$ cat src/rtl/dpram_pkg.sv
// Shared constants for the dual-port RAM and its FIFO controller.
// Pointer width carries one extra wrap bit above the RAM address.
package dpram_pkg;
  localparam int DPRAM_DEPTH = 16;
  localparam int DPRAM_WIDTH = 8;
  localparam int DPRAM_ASIZE = 4;
  localparam int PTR_W       = DPRAM_ASIZE + 1;
endpackage

$ cat src/rtl/fifo_ptr.sv
// FIFO pointer: wrap-bit counter with sync reset and increment enable.
// The MSB toggles each time the address field wraps.
module fifo_ptr
  import dpram_pkg::*;
#(
  parameter int W = PTR_W
) (
  input  logic         clk,
  input  logic         rst,
  input  logic         inc,
  output logic [W-1:0] ptr
);

  always_ff @(posedge clk) begin
    if (rst) begin
      ptr <= '0;
    end else if (inc) begin
      ptr <= ptr + W'(1);
    end
  end

endmodule

$ cat src/rtl/dpram_fifo_ctrl.sv
// FIFO controller sequencing a single-clock dual-port RAM.
// Occupancy is the pointer difference; flags are registered.
module dpram_fifo_ctrl
  import dpram_pkg::*;
#(
  parameter int ADDRESS_DEPTH   = DPRAM_DEPTH,
  parameter int DATA_WIDTH      = DPRAM_WIDTH,
  parameter int ADDRESS_SIZE    = DPRAM_ASIZE,
  parameter int ALMOST_FULL_LVL = 14
) (
  input  logic                    clk,
  input  logic                    rst,
  input  logic                    push,
  input  logic [DATA_WIDTH-1:0]   push_data,
  input  logic                    pop,
  output logic [DATA_WIDTH-1:0]   ram_wr_data,
  output logic                    ram_we,
  output logic [ADDRESS_SIZE-1:0] ram_wr_addr,
  output logic                    ram_re,
  output logic [ADDRESS_SIZE-1:0] ram_rd_addr,
  output logic                    rd_valid,
  output logic                    full,
  output logic                    empty,
  output logic                    almost_full,
  output logic [ADDRESS_SIZE:0]   count,
  output logic                    overflow,
  output logic                    underflow
);

  localparam int PW = ADDRESS_SIZE + 1;
  localparam logic [PW-1:0] DEPTH_C = PW'(ADDRESS_DEPTH);
  localparam logic [PW-1:0] AF_C    = PW'(ALMOST_FULL_LVL);

  logic [PW-1:0] wr_ptr;
  logic [PW-1:0] rd_ptr;
  logic [PW-1:0] count_nxt;
  logic          push_ok;
  logic          pop_ok;
  logic          rd_valid_q;

  assign push_ok = push & ~full & ~rst;
  assign pop_ok  = pop & ~empty & ~rst;

  assign ram_wr_data = push_data;
  assign ram_we      = push_ok;
  assign ram_wr_addr = wr_ptr[ADDRESS_SIZE-1:0];
  assign ram_re      = pop_ok;
  assign ram_rd_addr = rd_ptr[ADDRESS_SIZE-1:0];

  fifo_ptr #(.W(PW)) u_wr_ptr (
    .clk (clk),
    .rst (rst),
    .inc (push_ok),
    .ptr (wr_ptr)
  );

  fifo_ptr #(.W(PW)) u_rd_ptr (
    .clk (clk),
    .rst (rst),
    .inc (pop_ok),
    .ptr (rd_ptr)
  );

  assign count = wr_ptr - rd_ptr;

  always_comb begin
    count_nxt = count;
    unique case ({push_ok, pop_ok})
      2'b10:   count_nxt = count + PW'(1);
      2'b01:   count_nxt = count - PW'(1);
      default: count_nxt = count;
    endcase
  end

  always_ff @(posedge clk) begin
    if (rst) begin
      full        <= 1'b0;
      empty       <= 1'b1;
      almost_full <= 1'b0;
      rd_valid_q  <= 1'b0;
      overflow    <= 1'b0;
      underflow   <= 1'b0;
    end else begin
      full        <= (count_nxt == DEPTH_C);
      empty       <= (count_nxt == '0);
      almost_full <= (count_nxt >= AF_C);
      rd_valid_q  <= pop_ok;
      overflow    <= overflow | (push & full);
      underflow   <= underflow | (pop & empty);
    end
  end

  // A reset arriving the cycle after a pop kills that read.
  assign rd_valid = rd_valid_q & ~rst;

endmodule

$ cat config.mk
export PLATFORM = sky130hd
export DESIGN_NAME = dpram_fifo_ctrl
export DESIGN_NICKNAME = d
export VERILOG_FILES = /design/src/rtl/dpram_pkg.sv /design/src/rtl/fifo_ptr.sv /design/src/rtl/dpram_fifo_ctrl.sv
export SDC_FILE = /design/constraint.sdc
export NUM_CORES = 1
export LEC_CHECK = 0
export ABC_AREA = 1
export CELL_PAD_IN_SITES_DETAIL_PLACEMENT = 1
export CELL_PAD_IN_SITES_GLOBAL_PLACEMENT = 1
export CORE_ASPECT_RATIO = 0.8
export CORE_MARGIN = 2
export CORE_UTILIZATION = 34
export CTS_BUF_LIST = sky130_fd_sc_hd__clkbuf_8
export DETAILED_ROUTE_END_ITERATION = 10
export GPL_TIMING_DRIVEN = 0
export PLACE_DENSITY_LB_ADDON = 0.15
export SYNTH_ARGS = -nofsm -noshare
export SYNTH_HDL_FRONTEND = slang
export SYNTH_HIERARCHICAL = 1
export SYNTH_SLANG_ARGS = --single-unit
export TNS_END_PERCENT = 20
$ cat constraint.sdc
create_clock -name clk -period 7.65 [get_ports clk]
set_input_delay 2.295 -clock clk [delete_from_list [all_inputs] [get_ports clk]]
set_output_delay 2.295 -clock clk [all_outputs]
set_load 0.005 [all_outputs]
# Yosys cells after proc, flatten, opt, wreduce, memory -nomap -nowiden
# Index checks and enable logic that the tools add are counted.
[totals] register_bits=16 inputBits=12 output_inout_bits=29 elab_cells=31
[classes] addsub=5 n_lt_le_gt_ge=1 eq_ne=3 mux=1 bitwise=12 n_reduce_logical=1
[ops] cell="adder 5 x 1 -> 5 bit (second input constant)" count=3
[ops] cell="case mux 5 bit (2 select lines)" count=1
[ops] cell="AND 1 bit" count=7
[ops] cell="equality test 5 bit (second input constant)" count=1
[ops] cell=">= comparator 5 x 4 -> 1 bit (second input constant)" count=1
[ops] cell="zero test 5 bit" count=1
[ops] cell="subtractor 5 x 1 -> 5 bit (second input constant)" count=1
[ops] cell="subtractor 5 bit" count=1
[ops] cell="NOT 1 bit" count=3
[ops] cell="equality test 2 x 1 -> 1 bit (second input constant)" count=1
[ops] cell="equality test 2 bit (second input constant)" count=1
[ops] cell="bitwise OR 1 bit" count=2

# Depth between registers and ports, before layout
# Gate-level depths: netlist of the first run.
[depth] depth_word=6 ltp_mapped=15 ltp_nobuf=15

# Modules after synthesis
# Netlist of the first run, hierarchy kept.
[by_module_without_submodules] mod="dpram_fifo_ctrl" n_inst=1 cells_per_inst=115 area_each_um2=729.4 seq_area_each_um2=120.1
[by_module_without_submodules] mod="fifo_ptr" n_inst=2 cells_per_inst=29 area_each_um2=214.0 seq_area_each_um2=100.1

# Worst setup path before layout of the first run
# No wires, ideal clock.
[synth_timing] kind="input port to output port" startpoint="in rst" endpoint="out ram_re" t_arrival_ps=2889 required_ps=5355 slack_ps=2466 stages=1 n_path_buf=0 cell_sequence="nor3b_1"
[synth_via] elab_chain_cells=2
[synth_rtl] element="start: declaration" line="dpram_fifo_ctrl.sv:12" source="input logic rst,"
[synth_rtl] element="NOT 1 bit" line="dpram_fifo_ctrl.sv:42" source="assign pop_ok = pop & ~empty & ~rst;"
[synth_rtl] element="AND 1 bit" line="dpram_fifo_ctrl.sv:42"
[synth_rtl] element="end: declaration" line="dpram_fifo_ctrl.sv:19" source="output logic ram_re,"
# No other way between the ends.

# Worst setup path after layout of the first run
# Ends and elaborated chain as after synthesis.

==> impl_metrics.ini, run 1 <==
[logic_synthesis]
synth.ff_latch_count = 16
synth_area_leader_cell = dfxtp_1
synthesis.instances = 173
synth_sequential_area_ratio = 0.277
mappedNetlistArea_sq_um = 1160
netlist.area_leader.share = 0.277
synthesis.nets = 196
synth.distinct_cells = 21
synth_flop_cell = dfxtp_1
avgSynthCellArea_sq_um = 6.69
synth.area.top_cells = dfxtp_1 (28%), nand2_1 (14%), ha_1 (9.7%)
synthesis.yosys.warnings = 6
synth-edff-count = 0
ys_async_sr_fraction = 0

[grt]
globalRouteTotalUtil = 0.155
first_global_vias = 1182
grt_pass1_wl_mm = 5.03
antenna_found_initial = 0
grt_start_max_net_pins = 10
gr-total-overflow = 0

[run]
cap_violations = 0

[placed_design]
numPortBuffers = 32
gpl.final_weighted_congestion = 0.783
postPlaceCellArea_sq_um = 1530
dp_hpwl_mm = 2.54
placement.setup.worst_slack_ns = 0.966

[cts]
htree_num_levels = 1
clk_pin_slew_worst_setup_hold_paths_ns = 0.06
clk_path_buf_depth = 2
cts_hold_buf = 0
clock_tree.root_cell = clkbuf_8
cts-buffers-inserted = 3
cts_tree = yes
clk-insertion-delay-late_ns = 0.25
post_cts.repair.setup_buffers = 0
clock_sinks = 16
postCtsResizedCells = 0

[floorplan]
fp.dieW_um = 69.2
design.die.area_sq_um = 3890
placementRows = 18
start_util = 0.364
floorplan.core_area_sq_um = 3180
io_pins = 41
chipHeight_um = 56.2

[power]
sw_frac_of_total = 0.308
pwr-share-seq = 0.360
power.total_w = 0.000262
power.share.clock = 0.281
static-leakage-power_nw = 0.747
total_switching_power_w = 0.0000808
power_density_over_the_cells_nw_per_um2 = 165
cellInternalPower_w = 0.000181
pwr-share-comb = 0.359
peakVddDrop_uv = 88.1

[route]
route.detailed.wl_per_inst_um = 12.0
dr_total_vias = 1194
drt_drc_violations_left = 0
drtIter0Drc = 12
drtPass1Iterations = 4
finalWirelength_mm = 2.98
postRouteAntennaNets = 0
post_dr_vias_cell = 4.80

[hold_path]
min-delay-path-class = flop to flop

[finish]
layout-area-overhead-vs-synth_pct = 36.8
post_route_standard_cell_area_excluding_fillers_sq_um = 1580
finalNetCount = 233
multiInputGateArea_sq_um = 676
regArea_sq_um = 320
num-fill-cells = 432
layout-drive-gt1-share = 0.110
diodes = 0
final_cell_utilization_of_the_core = 0.498

[sta]
post-route-worst-setup-slack_ns = 0.978
rsz_0062_raised_after_global_routing = false
layout_min_cycle_time_ns = 6.67
worst_max_slew_pin_slew_ns = 0.961
finalSetupViolations = 0
fin_tns_setup_ns = 0
hold_viol_final = 0
final.setup_skew_ns = 0.00175
max_slew_margin = 0.358
finalCritPeriodShare = 0.872
final-max-slew-violation-count = 0
maxClockFrequency_ghz = 0.150

[setup_path]
worstPathMaxFanout = 9
critPathKind = primary input to primary output
worst_ep_arrival_time_ns = 4.38
critical_path_required_ns = 5.36
worst_setup_path_end_kind = primary output
startpoint_type = primary input

[status]
status = completed
-- per-stage QoR --
stage,hold slack (ns),std cells
after global routing,0.519,249
after floorplan,0.460,173
after CTS,0.484,249
after global placement,0.451,245
final,0.472,249
after detailed placement,0.469,245
-- critical path, cell delays in order --
cell and delay [ns]:
clkdlybuf4s50_1 0.57, nor3b_1 0.86, clkdlybuf4s50_1 0.65
-- power by group through the flow --
stage | Combinational (W) | Sequential [W] | Clock [W]
2_1_floorplan | 0.0000535 | 0.0000957 | 0
3_3_place_gp | 0.0000913 | 0.0000956 | 0
3_5_place_dp | 0.0000947 | 0.0000963 | 0
4_1_cts | 0.0000955 | 0.0000945 | 0.0000767
5_1_grt | 0.000106 | 0.0000953 | 0.0000806
6_report | 0.0000940 | 0.0000943 | 0.0000735
-- sequential cells by signal (all words and copies together), names as in the netlist --
signal        cells
rd_valid_q        1
u_rd_ptr/ptr      5
u_wr_ptr/ptr      5
full              1
empty             1
underflow         1
overflow          1
almost_full       1
-- synth_stat cells (2+ instances only) --
| cell | instances |
|---|---|
| a21oi_1 | 10 |
| buf_4 | 8 |
| dfxtp_1 | 16 |
| fa_1 | 2 |
| ha_1 | 9 |
| inv_1 | 27 |
| nand2_1 | 44 |
| nand2_2 | 5 |
| nand3_1 | 15 |
| nand3_2 | 2 |
| nand4_1 | 2 |
| nor2_1 | 14 |
| nor2_2 | 4 |
| nor3b_1 | 2 |
| o21ai_0 | 7 |
-- path summary, 6_finish.rpt --
| check | start | end | slack, ns | cells past startpoint |
|---|---|---|---|---|
| setup / recovery | rst | ram_re | 0.98 | 3 |
| hold / removal | overflow$_SDFF_PP0_ | overflow$_SDFF_PP0_ | 0.47 | 2 |
| setup reg to reg | empty$_SDFF_PP1_ | empty$_SDFF_PP1_ | 4.79 | 9 |
| hold reg to reg | overflow$_SDFF_PP0_ | overflow$_SDFF_PP0_ | 0.47 | 2 |
-- cell families (layout without fill, tap and decap cells) --
kind of cell	count (synthesis)	count (layout)	synth area share
xor gates and xnor gates	1	1	0.00757
buffers and inverters	35	71	0.139
AOI/OAI and AO/OA	20	20	0.0897
and+or+nand+nor	90	90	0.355
DFF	16	16	0.277
adders and majority gates	11	11	0.132
-- routing by layer --
layer  vias up  track usage  share of wire
met5         -            0              0
met4         0       0.0392         0.0040
met3         2       0.0543          0.072
met2        38        0.269           0.47
met1       542        0.184           0.46
li1        612            -              -
-- final cells by class --
type | count | area share
Timing Repair Buffer | 32 | 0.202
Multi-Input combinational cell | 122 | 0.427
Sequential cell | 16 | 0.202
Tap cell | 40 | 0.0316
Clock buffer | 4 | 0.0348
Buffer | 8 | 0.0379
Inverter | 27 | 0.0640
-- cells in the final DEF (no fill, tap or decap), drive strengths merged --
cell type / synthesis / routed
nand2: 49 / 49
clkdlybuf4s50: 0 / 32
inv: 27 / 27
nor2: 18 / 18
nand3: 17 / 17
dfxtp: 16 / 16
a21oi: 10 / 10
ha: 9 / 9
buf: 8 / 8
o21ai: 8 / 8
clkbuf: 0 / 4
nor3b: 2 / 2
nand4: 2 / 2
fa: 2 / 2
xnor2: 1 / 1
or2: 1 / 1
a31oi: 1 / 1
nand3b: 1 / 1
a21o: 1 / 1
Note: power is estimated with default switching activity, not from simulation.
==> inputs of run 2 (changes only) <==
Settings changed: PLACE_DENSITY_LB_ADDON 0.15 to 0.1.
==> impl_metrics.ini, run 2 (same netlist as run 1, synthesis figures left out) <==
[power]
static-leakage-power_nw = 0.747
total_switching_power_w = 0.0000843
power_density_over_the_cells_nw_per_um2 = 168
pwr-share-comb = 0.364
sw_frac_of_total = 0.317
cellInternalPower_w = 0.000182
power.total_w = 0.000266
pwr-share-seq = 0.355
power.share.clock = 0.281
peakVddDrop_uv = 78.8

[floorplan]
start_util = 0.364
io_pins = 41
floorplan.core_area_sq_um = 3180
fp.dieW_um = 69.2
placementRows = 18
chipHeight_um = 56.2
design.die.area_sq_um = 3890

[sta]
finalCritPeriodShare = 0.875
hold_viol_final = 0
finalSetupViolations = 0
post-route-worst-setup-slack_ns = 0.959
layout_min_cycle_time_ns = 6.69
final-max-slew-violation-count = 0
worst_max_slew_pin_slew_ns = 0.975
maxClockFrequency_ghz = 0.149
fin_tns_setup_ns = 0
max_slew_margin = 0.349
rsz_0062_raised_after_global_routing = false
final.setup_skew_ns = 0.00118

[route]
dr_total_vias = 1260
drt_drc_violations_left = 0
drtPass1Iterations = 4
finalWirelength_mm = 3.23
drtIter0Drc = 28
postRouteAntennaNets = 0
route.detailed.wl_per_inst_um = 13.0
post_dr_vias_cell = 5.06

[grt]
gr-total-overflow = 0
globalRouteTotalUtil = 0.182
grt_start_max_net_pins = 10
grt_pass1_wl_mm = 5.80
antenna_found_initial = 0
first_global_vias = 1335

[setup_path]
cp_common_cell = clkdlybuf4s50_1
critical_r2r_launch = empty$_SDFF_PP1_
timing.critical_path.cells = clkdlybuf4s50_1 -> nor3b_1 -> clkdlybuf4s50_1
critPathKind = primary input to primary output
r2r_setup_slack_ns = 4.73
timing.rr.end = empty$_SDFF_PP1_
crit_path_top_delay_cell = nor3b_1
worst_setup_path_end_kind = primary output
slowest_delay_ns = 0.87
critPathLaunch = rst
critical_path.endpoint = ram_re
worst_ep_arrival_time_ns = 4.40
critical_path_required_ns = 5.36
startpoint_type = primary input
worstPathMaxFanout = 9
worst_r2r_path_depth = 9

[hold_path]
min-delay-path-class = flop to flop

[finish]
finalNetCount = 233
layout-drive-gt1-share = 0.110
most_frequent_standard_cell_in_the_layout_excluding_fill_and_tap_cells = nand2_1
layout.cells.non_filler = 249
post_route_standard_cell_area_excluding_fillers_sq_um = 1580
diodes = 0
biggestRegsByFlops = u_rd_ptr/ptr (5), u_wr_ptr/ptr (5)
layout-area-overhead-vs-synth_pct = 36.8
mostFrequentLayoutCells = nand2_1 (44), clkdlybuf4s50_1 (32), inv_1 (27)

[placed_design]
placement.setup.worst_slack_ns = 0.966
cell_count_after_placement = 245
postPlaceCellArea_sq_um = 1530
numPortBuffers = 32
dp_hpwl_mm = 2.74
gpl.final_weighted_congestion = 0.742

[status]
status = completed

[cts]
clk_path_buf_depth = 2
postCtsResizedCells = 0
htree_num_levels = 1
clk-insertion-delay-late_ns = 0.25
cts_hold_buf = 0
clock_tree.root_cell = clkbuf_8
clock_sinks = 16
cts-buffers-inserted = 3
clk_pin_slew_worst_setup_hold_paths_ns = 0.06
cts_tree = yes
post_cts.repair.setup_buffers = 0

[run]
cap_violations = 0
## run 2: cell counts in the layout (fill, tap and decap cells not counted)
Identical to the previous run, type by type.
## run 2: how the worst min path moves through the flow
stage | from | to | slack (ns) | depth (start not counted)
2_1_floorplan | overflow$_SDFF_PP0_ | overflow$_SDFF_PP0_ | 0.46 | 2
3_3_place_gp | overflow$_SDFF_PP0_ | overflow$_SDFF_PP0_ | 0.45 | 2
6_report | underflow$_SDFF_PP0_ | underflow$_SDFF_PP0_ | 0.49 | 2
5_1_grt | empty$_SDFF_PP1_ | rd_valid_q$_SDFF_PP0_ | 0.54 | 1
4_1_cts | underflow$_SDFF_PP0_ | underflow$_SDFF_PP0_ | 0.50 | 2
3_5_place_dp | underflow$_SDFF_PP0_ | underflow$_SDFF_PP0_ | 0.48 | 2
## run 2: power groups by stage
stage	registers [W]	clock network, W	logic (W)
2_1_floorplan	0.0000957	0	0.0000535
3_3_place_gp	0.0000958	0	0.0000908
3_5_place_dp	0.0000964	0	0.0000974
4_1_cts	0.0000946	0.0000776	0.0000981
5_1_grt	0.0000957	0.0000829	0.000110
6_report	0.0000944	0.0000747	0.0000970
## run 2: critical path: cells and delay by family
kind	cells	cell delay [ns]
buf+inv	2	1.24
simple gates	1	0.87
## run 2: final cells by class
class	count	area [sq um]
plain buffers	8	60.1
clock buffers	4	55.1
fillers	420	1590
inverters	27	101
multi-input cells	122	676
flip-flops and latches	16	320
well taps	40	50.0
repair buffers	32	320
## run 2: through the flow
stage / hold WS [ns] / util
floorplan: 0.460 / -
global placement: 0.449 / 0.481
detailed placement: 0.480 / 0.481
CTS: 0.497 / 0.498
global route: 0.542 / 0.498
finish: 0.488 / 0.498
## run 2: layer usage
metal | track usage | vias up | part of all wire
met5 | 0 | - | 0
met4 | 0.0280 | 0 | 0.0093
met3 | 0.0525 | 4 | 0.057
met2 | 0.345 | 44 | 0.49
met1 | 0.205 | 600 | 0.44
li1 | - | 612 | -
==> inputs of run 3 (changes only) <==
Settings changed: PLACE_DENSITY set to 0.95, PLACE_DENSITY_LB_ADDON 0.1 to not set, SETUP_SLACK_MARGIN set to 0.2.
==> impl_metrics.ini, run 3 (same netlist as run 1, synthesis figures left out) <==
[floorplan]
design.die.area_sq_um = 3890
placementRows = 18
floorplan.core_area_sq_um = 3180
fp.dieW_um = 69.2
start_util = 0.364
chipHeight_um = 56.2
io_pins = 41

[setup_path]
slowest_delay_ns = 0.91
worst_setup_path_end_kind = primary output
crit_path_top_delay_cell = nor3b_1
cp_common_cell = clkdlybuf4s50_1
worstPathMaxFanout = 9
startpoint_type = primary input
critPathKind = primary input to primary output
timing.critical_path.cells = clkdlybuf4s50_1 -> nor3b_1 -> clkdlybuf4s50_1
cp.buffers_inverters = 2
worst_ep_arrival_time_ns = 4.46
critical_path_required_ns = 5.36
critPathTopFamily = buffers and inverters

[sta]
maxClockFrequency_ghz = 0.148
final.setup_skew_ns = 0.00253
max_slew_margin = 0.320
hold_viol_final = 0
worst_max_slew_pin_slew_ns = 1.02
rsz_0062_raised_after_global_routing = false
layout_min_cycle_time_ns = 6.75
final-max-slew-violation-count = 0
finalCritPeriodShare = 0.883
finalSetupViolations = 0
fin_tns_setup_ns = 0

[finish]
biggestRegsByFlops = u_rd_ptr/ptr (5), u_wr_ptr/ptr (5)
finalNetCount = 233
final_cell_utilization_of_the_core = 0.498
mostFrequentLayoutCells = nand2_1 (44), clkdlybuf4s50_1 (32), inv_1 (27)
multiInputGateArea_sq_um = 676
diodes = 0
regArea_sq_um = 320
layout-area-overhead-vs-synth_pct = 36.8
layout-drive-gt1-share = 0.110
post_route_standard_cell_area_excluding_fillers_sq_um = 1580
num-fill-cells = 416
most_frequent_standard_cell_in_the_layout_excluding_fill_and_tap_cells = nand2_1

[cts]
cts_hold_buf = 0
htree_num_levels = 1
clk_pin_slew_worst_setup_hold_paths_ns = 0.06
cts_tree = yes
cts-buffers-inserted = 3
clk_path_buf_depth = 2
clock_tree.root_cell = clkbuf_8
clk-insertion-delay-late_ns = 0.25
post_cts.repair.setup_buffers = 0
clock_sinks = 16
postCtsResizedCells = 0

[grt]
globalRouteTotalUtil = 0.158
antenna_found_initial = 0
gr-total-overflow = 0
grt_pass1_wl_mm = 5.08
grt_start_max_net_pins = 10
first_global_vias = 1166

[route]
drtIter0Drc = 21
drt_drc_violations_left = 0
post_dr_vias_cell = 4.84
finalWirelength_mm = 3.06
postRouteAntennaNets = 0
drtPass1Iterations = 4
route.detailed.wl_per_inst_um = 12.3
dr_total_vias = 1205

[status]
status = completed

[placed_design]
dp_hpwl_mm = 2.44
gpl.final_weighted_congestion = 0.808
postPlaceCellArea_sq_um = 1530
numPortBuffers = 32

[power]
power.share.clock = 0.286
total_switching_power_w = 0.0000828
cellInternalPower_w = 0.000181
power_density_over_the_cells_nw_per_um2 = 167
pwr-share-seq = 0.357
sw_frac_of_total = 0.314
static-leakage-power_nw = 0.747
pwr-share-comb = 0.357
peakVddDrop_uv = 74.1

[hold_path]
min-delay-path-class = flop to flop

[run]
cap_violations = 0
==> run 3: cell counts in the layout (fill, tap and decap cells not counted) <==
No cell type changed its count.
==> run 3: final timing paths <==
path	from	end	slack [ns]	depth (start not counted)
setup reg to reg	empty$_SDFF_PP1_	empty$_SDFF_PP1_	4.77	9
setup / recovery	rst	ram_re	0.90	3
hold reg to reg	underflow$_SDFF_PP0_	underflow$_SDFF_PP0_	0.48	2
hold / removal	underflow$_SDFF_PP0_	underflow$_SDFF_PP0_	0.48	2
==> run 3: final cells by class <==
cell class	count	area share
Tap cell	40	0.0316
Inverter	27	0.0640
Timing Repair Buffer	32	0.202
Sequential cell	16	0.202
Buffer	8	0.0379
Multi-Input combinational cell	122	0.427
Clock buffer	4	0.0348
==> run 3: per-layer routing <==
metal,track usage,vias up,part of all wire
met5,0,-,0
met4,0.0308,0,0.0036
met3,0.0435,2,0.046
met2,0.282,28,0.48
met1,0.190,561,0.47
li1,-,614,-
==> run 3: per-stage QoR <==
step                cells  hold slack [ns]  setup WS, ns  power [W]
finish                249            0.479         0.895   0.000264
floorplan             173            0.460          2.47   0.000149
CTS                   249            0.489         0.851   0.000268
global route          249            0.520         0.807   0.000284
global placement      245            0.449         0.959   0.000187
detailed placement    245            0.475         0.866   0.000191
==> run 3: worst register-to-register path: stages, from the launching register on <==
cell	delay, ns
dfxtp_1	0.33
nor3b_1	0.82
ha_1	0.43
inv_1	0.15
fa_1	0.49
o21ai_0	0.08
nand3b_1	0.16
nor2_1	0.11
nand3_1	0.11
o21ai_1	0.13
==> run 3: power groups by stage <==
stage | logic, W | registers (W) | clock network, W
after global placement | 0.0000908 | 0.0000959 | 0
after floorplan | 0.0000535 | 0.0000957 | 0
after detailed placement | 0.0000946 | 0.0000963 | 0
after global routing | 0.000106 | 0.0000953 | 0.0000830
final | 0.0000943 | 0.0000943 | 0.0000754
after CTS | 0.0000956 | 0.0000944 | 0.0000784
==> patch 1, RTL diff (flow settings as in run 1) <==
Reset style: asynchronous (`rst`), changed in 2 clocked blocks. Comments in the files are not updated.
--- a/src/rtl/fifo_ptr.sv
+++ b/src/rtl/fifo_ptr.sv
@@ -13,3 +13,3 @@
 
-  always_ff @(posedge clk) begin
+  always_ff @(posedge clk or posedge rst) begin
     if (rst) begin
--- a/src/rtl/dpram_fifo_ctrl.sv
+++ b/src/rtl/dpram_fifo_ctrl.sv
@@ -74,3 +74,3 @@
 
-  always_ff @(posedge clk) begin
+  always_ff @(posedge clk or posedge rst) begin
     if (rst) begin
Function: differs if rst is asserted again (counterexample within 4 cycles, from zero or initial values and one cycle with rst high); with rst held inactive, the same outputs for 10 cycles.
==> patch 1 against run 1 <==
  * Design area rose by 4.3%
  * First-iteration DRC count rose to 5.0 times the old value
  * Sequential cell count did not move
  * Via count fell by 0.75%
  * Synthesized area rose by 6.6%
  * Highest routed layer unchanged
  * Count of clock-buffer cells in the layout fell by 1
  * Wire length rose by 8.9%
  * Sequential share of layout area rose by 4.1 points
  * Worst hold slack got worse by 5.8 ps
  * Setup slack improved by 60 ps
Power is left out: it rests on default switching activity, and per cell area and clock period it moved more than threefold.
==> patch 1: results <==
[yosys]
yosys-top-cells-count = "nand2_1 (43), inv_1 (30), dfrtp_1 (15), nand3_1 (15), nor2_1 (12)"
async_flop_share = 1.000
synthAdderAreaFrac = 0.1237
yosys-top-cells-area = "dfrtp_1 (30%), nand2_1 (13%), ha_1 (9.1%)"
synth_nets = 191
yosysWarningCount = 6
syn-cell-area_sq_mm = 0.001234
muxShareOfSynthArea = 0
synth_xor_area_frac = 0.03550
synth_cell_types = 22
synth_compound_area_frac = 0.05274
synth-seq-area-share = 0.3256
synthFlopType = "dfrtp_1"

[global_routing]
grt_max_degree = 10
grt_first_pass_wirelength_um = 5492
met1_usage = 0.2188
grt_use_met3 = 0.04870
overflow = 0
grt_pass1_vias = 1237
grtUsageTotal = 0.1665
antenna_found_initial = 0
grtUsageMet2 = 0.2831

[final_layout]
clock_buffers = 3
buffer_area_frac = 0.2303
largestRegisters = "u_rd_ptr/ptr (5), u_wr_ptr/ptr (5)"
seq_share = 0.2432
buffers = 40
design.seq.count = 16
final_nets = 228
clkCellAreaFrac = 0.02727
multi_input_cells = 113
drive_above_1_share = 0.1176
inv_count = 31
num-fill-cells = 434
multi_input_area_share = 0.3970

[setup_path]
worstRegToRegCells = 10
crit_fanout = 8
arrival_ps = 4320
cp_top_family = "buffers and inverters"

[place]
gp_congestion = 0.7671
dp_hpwl_um = 2786
place_area_sq_mm = 0.001607
dp_slack_ps = 966.8

[clocking]
h-tree-depth = 1
clockRootBuffer = "clkbuf_8"
cts.clk_slew.worst_paths_ps = 60

[route]
met2WireLength_um = 1568
met3_length_um = 155
routed_via_density = 4.817
drt-met1-wl_um = 1509
first_pass_iters = 4
wire_per_inst_um = 13.20
drt_iter0_markers = 60

[sta]
slew_headroom = 0.3234
finClkSkew_ps = 5.637

[worst_hold_path]
hold_class = "reg2reg"
worstHoldPathCells = 1

[run_status]
status = "finished clean"
[patch 1: final timing paths]
kind                                startpoint                     endpoint  slack [ps]
max in group asynchronous                  rst              empty$_DFF_PP1_        4990
max                                        rst                       ram_re        1040
min in group asynchronous                  rst  u_rd_ptr/ptr[2]$_DFFE_PP0P_        2390
min reg2reg                underflow$_DFF_PP0_          underflow$_DFF_PP0_         470
max reg2reg                    empty$_DFF_PP1_               full$_DFF_PP0_        4670
min                        underflow$_DFF_PP0_          underflow$_DFF_PP0_         470
[patch 1: per-stage QoR]
step / utilization / instances / hold slack (ps)
after detailed placement: 0.4661 / 242 / 457.2
after global placement: 0.4661 / 242 / 438.0
final: 0.4791 / 246 / 466.2
after global routing: 0.4791 / 246 / 500.4
after floorplan: - / 168 / 451.0
after CTS: 0.4791 / 246 / 470.2
[patch 1: worst reg2reg max path: cells and delay by family, from the launching register on]
kind	cells	cell delay, ps
simple gates	6	1330
buf+inv	1	160
fa+ha+maj	2	930
compound gates	1	120
flops	1	380
==> patch 2, RTL diff (settings of run 1) <==
Without the edit above. The parameter `ALMOST_FULL_LVL` goes from 14 to 7.
--- a/src/rtl/dpram_fifo_ctrl.sv
+++ b/src/rtl/dpram_fifo_ctrl.sv
@@ -8,3 +8,3 @@
   parameter int ADDRESS_SIZE    = DPRAM_ASIZE,
-  parameter int ALMOST_FULL_LVL = 14
+  parameter int ALMOST_FULL_LVL = 7
 ) (
Formal check against the unedited RTL: not equivalent (a bounded check fails within 10 cycles, from zero or initial values and one cycle with rst high).
==> patch 2 against run 1 <==
  * Final cell count rose by 3.2%
  * Count of clock-buffer cells in the layout did not move
  * Worst hold slack improved by 6.9 ps
  * Wire length rose by 10%
  * Fmax fell by 1.7%
  * Sequential cell count did not move
  * Largest power group unchanged
  * Design area rose by 3.2%
  * Power fell by 1.5%
  * Combinational power fell by 2.9%
  * Register-to-register slack got worse by 360 ps
  * Setup slack got worse by 120 ps
  * Largest cell class unchanged
  * Synthesized area rose by 4.2%
  * Critical endpoint unchanged
==> patch 2: results <==
[place]
gp_congestion = 0.7826
place_inst = 253

[final_layout]
drive_above_1_share = 0.1256
final_nets = 240
layoutNonFillerInstCount = 257

[sta]
finClkSkew_ps = 1.173
max_freq_mhz = 147.3

[run_status]
status = "finished clean"

[pwr]
powerSeq_w = 0.0000927
leakagePower_nw = 0.7448
cellInternalPower_w = 0.0001789
powerDensity_mw_per_mm2 = 157.8

[route]
wire_per_inst_um = 12.81
drt_iter0_markers = 33
routed_via_density = 4.802

[yosys]
synth_compound_area_frac = 0.09544
yosys-top-cells-count = "nand2_1 (40), inv_1 (23), nor2_1 (19)"
synth-seq-area-share = 0.2656
synth_xor_area_frac = 0.02905
avgSynthCellArea_sq_um = 6.738
yosys-top-cells-area = "dfxtp_1 (27%), nand2_1 (12%), ha_1 (10%)"

[setup_path]
r2r_end = "almost_full$_SDFF_PP0_"
worstRegToRegCells = 14
arrival_ps = 4490

[global_routing]
grt_pass1_vias = 1334

[worst_hold_path]
hp-start = "underflow$_SDFF_PP0_"
hold_end = "underflow$_SDFF_PP0_"
==> patch 2: cell types whose count changed after synthesis, sizes merged, moves of 2 or more <==
cell   before  now
nand4       2    0
nor2       18   24
a21oi      10   13
xor2        0    2
nand3      17   19
nand2      49   46
inv        27   24
==> patch 2: per-layer routing <==
layer | part of all wire | track usage | vias up | routed length (um)
met2 | 0.51 | 0.3410 | 31 | 1676
met1 | 0.44 | 0.2155 | 568 | 1434
met5 | 0 | 0 | - | 0
li1 | - | - | 633 | -
met4 | 0.0064 | 0.04043 | 0 | 21
met3 | 0.048 | 0.04417 | 2 | 158
==> patch 2: cell type report <==
type	count	area, sq um	area share
flip-flops and latches	16	320.3	0.1960
inverters	24	90.09	0.05513
repair buffers	32	320.3	0.1960
plain buffers	9	63.81	0.03905
clock buffers	4	55.05	0.03369
well taps	42	52.55	0.03216
multi-input cells	130	732.0	0.4479
